[src/rtl/cpu_step_controller.sv]
// Turns raw buttons and the run switch into a one-cycle cpu_tick, a stretched cpu_reset and a tick counter.
// Step ticks land 1 cycle after a debounced press; run ticks come every RUN_DIV cycles; no backpressure.
module cpu_step_controller #(
    parameter int DEBOUNCE_CYCLES = 500000,
    parameter int RUN_DIV         = 12500000,
    parameter int POR_CYCLES      = 16
) (
    input  logic        clk,
    input  logic        reset,
    input  logic        btn_step_n,
    input  logic        btn_rst_n,
    input  logic        sw_run,
    output logic        cpu_tick,
    output logic        cpu_reset,
    output logic        running,
    output logic [31:0] tick_count
);
    localparam int DBW  = (DEBOUNCE_CYCLES > 2) ? $clog2(DEBOUNCE_CYCLES) : 1;
    localparam int DIVW = (RUN_DIV > 2) ? $clog2(RUN_DIV) : 1;
    localparam int PORW = $clog2(POR_CYCLES + 1);
    localparam logic [DBW-1:0]  DB_MAX   = DBW'(DEBOUNCE_CYCLES - 1);
    localparam logic [DIVW-1:0] DIV_MAX  = DIVW'(RUN_DIV - 1);
    localparam logic [PORW-1:0] POR_INIT = PORW'(POR_CYCLES);

    typedef enum logic [1:0] {SEQ_RESET, STEP, RUN} state_t;

    logic            step_s1, step_s2, rst_s1, rst_s2, run_s1, run_s2;
    logic            step_lvl, step_lvl_d, rst_lvl, rst_lvl_d;
    logic [DBW-1:0]  step_cnt, rst_cnt;
    logic            step_press, rst_press;
    logic [PORW-1:0] por_cnt;
    state_t          state, state_nxt;
    logic [DIVW-1:0] div_cnt;
    logic            run_tick, step_pend;
    logic [31:0]     tick_cnt;

    always_ff @(posedge clk) begin
        if (reset) begin
            {step_s1, step_s2, rst_s1, rst_s2, run_s1, run_s2} <= 6'b111100;
        end else begin
            step_s1 <= btn_step_n;
            step_s2 <= step_s1;
            rst_s1  <= btn_rst_n;
            rst_s2  <= rst_s1;
            run_s1  <= sw_run;
            run_s2  <= run_s1;
        end
    end

    // Level flips only after DEBOUNCE_CYCLES consecutive disagreeing samples.
    always_ff @(posedge clk) begin
        if (reset) begin
            step_lvl   <= 1'b1;
            step_lvl_d <= 1'b1;
            step_cnt   <= '0;
        end else begin
            step_lvl_d <= step_lvl;
            if (step_s2 != step_lvl) begin
                if (step_cnt == DB_MAX) begin
                    step_lvl <= step_s2;
                    step_cnt <= '0;
                end else begin
                    step_cnt <= step_cnt + 1'b1;
                end
            end else begin
                step_cnt <= '0;
            end
        end
    end

    always_ff @(posedge clk) begin
        if (reset) begin
            rst_lvl   <= 1'b1;
            rst_lvl_d <= 1'b1;
            rst_cnt   <= '0;
        end else begin
            rst_lvl_d <= rst_lvl;
            if (rst_s2 != rst_lvl) begin
                if (rst_cnt == DB_MAX) begin
                    rst_lvl <= rst_s2;
                    rst_cnt <= '0;
                end else begin
                    rst_cnt <= rst_cnt + 1'b1;
                end
            end else begin
                rst_cnt <= '0;
            end
        end
    end

    assign step_press = step_lvl_d & ~step_lvl;
    assign rst_press  = rst_lvl_d & ~rst_lvl;

    always_ff @(posedge clk) begin
        if (reset || rst_press) begin
            por_cnt <= POR_INIT;
        end else if (por_cnt != '0) begin
            por_cnt <= por_cnt - 1'b1;
        end
    end

    assign cpu_reset = reset | (por_cnt != '0);

    always_ff @(posedge clk) begin
        if (reset) begin
            state <= SEQ_RESET;
        end else begin
            state <= state_nxt;
        end
    end

    always_comb begin
        state_nxt = state;
        case (state)
            SEQ_RESET: state_nxt = run_s2 ? RUN : STEP;
            STEP:      if (run_s2) state_nxt = RUN;
            RUN:       if (!run_s2) state_nxt = STEP;
            default:   state_nxt = SEQ_RESET;
        endcase
        if (cpu_reset) begin
            state_nxt = SEQ_RESET;
        end
        // A run tick only fires if RUN is also held next cycle, so the exit cycle never ticks.
        run_tick = (state == RUN) && (state_nxt == RUN) && (div_cnt == DIV_MAX);
        cpu_tick = !cpu_reset && (state != SEQ_RESET) && (step_pend || run_tick);
    end

    always_ff @(posedge clk) begin
        if (reset) begin
            div_cnt   <= '0;
            step_pend <= 1'b0;
        end else begin
            if ((state == RUN) && (state_nxt == RUN)) begin
                div_cnt <= (div_cnt == DIV_MAX) ? '0 : div_cnt + 1'b1;
            end else begin
                div_cnt <= '0;
            end
            step_pend <= (state == STEP) && step_press && !rst_press && !cpu_reset;
        end
    end

    always_ff @(posedge clk) begin
        if (cpu_reset) begin
            tick_cnt <= '0;
        end else if (cpu_tick) begin
            tick_cnt <= tick_cnt + 32'd1;
        end
    end

    assign tick_count = cpu_reset ? 32'd0 : tick_cnt;
    assign running    = (state == RUN);
endmodule

[config.mk]
export PLATFORM = sky130hd
export DESIGN_NAME = cpu_step_controller
export DESIGN_NICKNAME = d
export VERILOG_FILES = /design/src/rtl/cpu_step_controller.sv
export SDC_FILE = /design/constraint.sdc
export NUM_CORES = 1
export LEC_CHECK = 0
export CAP_MARGIN = 20
export CORE_ASPECT_RATIO = 0.9
export CORE_MARGIN = 1.5
export CORE_UTILIZATION = 58
export CTS_CLUSTER_SIZE = 16
export DETAILED_ROUTE_END_ITERATION = 8
export PLACE_DENSITY = 0.79
export REMOVE_ABC_BUFFERS = 1
export SYNTH_ARGS = -nofsm -noshare
export SYNTH_HDL_FRONTEND = slang
export SYNTH_SLANG_ARGS = --single-unit
[constraint.sdc]
create_clock -name clk -period 3.34 [get_ports clk]
set_input_delay 0.668 -clock clk [delete_from_list [all_inputs] [get_ports clk]]
set_output_delay 0.668 -clock clk [all_outputs]
set_load 0.005 [all_outputs]
==> results.toml <==
[detailed_routing]
drc = 0
met1Wirelength_um = 4871
dr_wl_met3_um = 357
avgViaCountPerCell = 5.591
first_pass_iters = 5
wl_per_cell_um = 13.66
ant_nets = 0
vias = 4344
met2WireLength_um = 5278
highest_layer = "met4"
drt-initial-drc-count = 217
drt-total-wl_um = 10610

[critical_path]
crit_start = "por_cnt[0]$_SDFFE_PP0P_"
r2r_start = "por_cnt[0]$_SDFFE_PP0P_"
path_class = "reg2out"
cp-end-kind = "output port"
crit_end = "tick_count[7]"
r2r_end = "tick_cnt[14]$_SDFFE_PP0P_"
crit_path_max_fanout = 9
r2r_cells = 8
start_kind = "flip-flop"
required_ns = 2.67
cp_data_arrival_time_ns = 2.52
r2r_slack_ns = 0.58

[die]
rows = 32
io-pin-count = 40
initial_core_util = 0.5994
die_h_um = 92.48
die_width_um = 102.4
core-area_mm2 = 0.008608
dieArea_mm2 = 0.009472

[power_and_ir_drop]
finalPower_uw = 2381
ir_worst_vdd_v = 0.0002279
cellPowerDensity_mw_per_mm2 = 403.3
leakage_uw = 0.001992

[cells_and_area]
nFillCells = 702
drive_above_1_share = 0.08815
antenna_cells = 0
syn_to_final_growth_pct = 14.40
utilization = 0.6858
nets = 664

[synth]
ys_ff_latch = 112
synthArstFlopShare = 0
syn_area_mm2 = 0.005160
yosysWarningCount = 0
syn_area_per_cell_um2 = 8.363
synthFlopType = "dfxtp_1"
synth_cell_types = 44
synth_enable_flop_cells = 0
yosysSeqAreaShare = 0.4345
postSynthCellCount = 617

[sta]
slew_headroom = 0.3440
fmax_mhz = 313.4
min_period_over_period = 0.9554
report.final.slew_viol_count = 0
layout_min_cycle_time_ns = 3.191
clock_skew_ns = 0.01556
finalHoldViolations = 0
rsz0062_at_grt = "false"
worstMarginPinSlew_ns = 0.9750
whs_ns = 0.4174
setup_ws_ns = 0.1491
finalSetupViolCount = 0

[outcome]
status = "finished clean"

[clocking]
h-tree-depth = 3
clock-sinks = 112
clockBufferDepth = 2
clkLatencyLatePin_ns = 0.38
cts-buffers-inserted = 9
post-cts-setup-buffer-count = 0
path_clk_slew_ns = 0.10
cts_tree = "built"
cts_root_buffer = "clkbuf_8"

[grt]
antenna_found_initial = 0
gr-usage-all-layers = 0.2403
grt_pass1_vias = 4169
grt_pass1_wl_um = 18370
grt_max_degree = 42
gr-total-overflow = 0

[flow_run]
max_cap_viol_count = 0

[worst_hold_path]
holdCritPathClass = "reg2reg"

[placement]
post-place-ws_ns = 0.3190
gp_congestion = 0.8428
hpwl_um = 7550
port_buffers = 39
## worst min path at each step
stage / from / to / cells after the start
2_1_floorplan: rst_s1$_SDFF_PP1_ / rst_s2$_SDFF_PP1_ / 1
3_3_place_gp: step_s1$_SDFF_PP1_ / step_s2$_SDFF_PP1_ / 1
3_5_place_dp: step_s1$_SDFF_PP1_ / step_s2$_SDFF_PP1_ / 1
4_1_cts: step_s1$_SDFF_PP1_ / step_s2$_SDFF_PP1_ / 1
5_1_grt: rst_s1$_SDFF_PP1_ / rst_s2$_SDFF_PP1_ / 1
6_report: step_s1$_SDFF_PP1_ / step_s2$_SDFF_PP1_ / 1
## cells in the final DEF (no fill, tap or decap), types with 2 or more instances in the layout
| cell | n |
|---|---|
| o21ai_0 | 15 |
| o31ai_1 | 4 |
| clkbuf_8 | 10 |
| or4bb_1 | 3 |
| a21oi_1 | 16 |
| nand2_1 | 47 |
| mux2_2 | 13 |
| nand4_1 | 23 |
| xor2_1 | 26 |
| nor4_1 | 11 |
| nor2b_1 | 3 |
| and4_1 | 4 |
| inv_6 | 4 |
| clkdlybuf4s50_1 | 39 |
| and3_1 | 39 |
| or4_1 | 8 |
| or2_2 | 7 |
| or3_1 | 18 |
| buf_4 | 11 |
| ha_1 | 6 |
| nand3_1 | 32 |
| xnor2_1 | 34 |
| dfxtp_1 | 112 |
| nor3_1 | 25 |
| nor2_1 | 103 |
| inv_1 | 17 |
| mux2i_1 | 2 |
| nor4_2 | 2 |
## through the flow
step	cells	cell area (µm²)	TNS (ns)
global route	777	5903	0
detailed placement	761	5684	0
floorplan	592	5050	-27.66
finish	777	5903	0
CTS	777	5877	0
global placement	761	5684	0
## cell families (layout without fill, tap and decap cells)
logic type / Yosys count / in the layout / synth area share
xor+xnor: 60 / 60 / 0.1018
mux: 15 / 15 / 0.03225
flops: 112 / 112 / 0.4345
buf+inv: 43 / 84 / 0.03443
compound gates: 42 / 42 / 0.04583
simple gates: 339 / 339 / 0.3366
fa+ha+maj: 6 / 6 / 0.01455
## flip-flops by register name (all words and copies together), names as in the netlist, 2 cells and up
signal,count
rst_cnt,19
tick_cnt,32
div_cnt,24
por_cnt,5
state,2
step_cnt,19
## final cells by class
type / instances / area, µm² / share of cell area
clock buffers: 10 / 137.6 / 0.02331
clock inverters: 6 / 55.05 / 0.009326
inverters: 18 / 67.56 / 0.01145
multi-input cells: 462 / 2779 / 0.4708
flip-flops and latches: 112 / 2242 / 0.3798
well taps: 119 / 148.9 / 0.02522
repair buffers: 50 / 473.0 / 0.08012
## synth_stat cells, drive strengths merged (2+ instances only)
library cell / n / area (µm²)
dfxtp: 112 / 2242
nand2: 47 / 176.4
o31ai: 4 / 30.03
or2: 8 / 50.05
and4: 4 / 35.03
ha: 6 / 75.07
nor2b: 3 / 18.77
or4b: 2 / 23.77
xnor2: 34 / 297.8
xor2: 26 / 227.7
buf: 7 / 42.53
mux2: 13 / 146.4
nand4: 23 / 143.9
or3: 18 / 112.6
or4bb: 3 / 33.78
nor3: 26 / 130.1
clkbuf: 18 / 67.56
mux2i: 2 / 20.02
nor4b: 2 / 17.52
nor4: 13 / 87.58
o21ai: 15 / 75.07
and3: 39 / 244.0
inv: 18 / 67.56
nor2: 104 / 390.4
or4: 9 / 71.32
a31oi: 2 / 12.51
nand3: 33 / 165.2
a21oi: 16 / 80.08
## report_power, final
part / total, µW / leakage, µW / internal (µW) / switching, µW
clock network: 788 / 0.000100 / 310 / 478
logic: 196 / 0.000987 / 80.1 / 116
registers: 1400 / 0.000905 / 1370 / 31.3
total: 2380 / 0.00199 / 1760 / 625
## worst max-delay path, cell delays in order (launching register included)
cell and delay, ns:
dfxtp_1 0.34, inv_1 0.11, ha_1 0.21, or4b_4 0.53, nor2_2 0.20, inv_2 0.13
nor2_1 0.12, clkdlybuf4s50_1 0.50
## layer usage
metal	global-route usage	vias up
met4	0.07420	0
li1	-	2209
met2	0.4018	80
met1	0.3112	2044
met5	0	-
met3	0.04830	11
## what timing repair did
item / in CTS / in global routing
hold buffers: 0 / 0
endpoints found under the setup margin: 1 / 2
pin swaps: 0 / 0
gates resized for setup: 1 / 5
No activity file was read; power rests on OpenSTA's default activity.
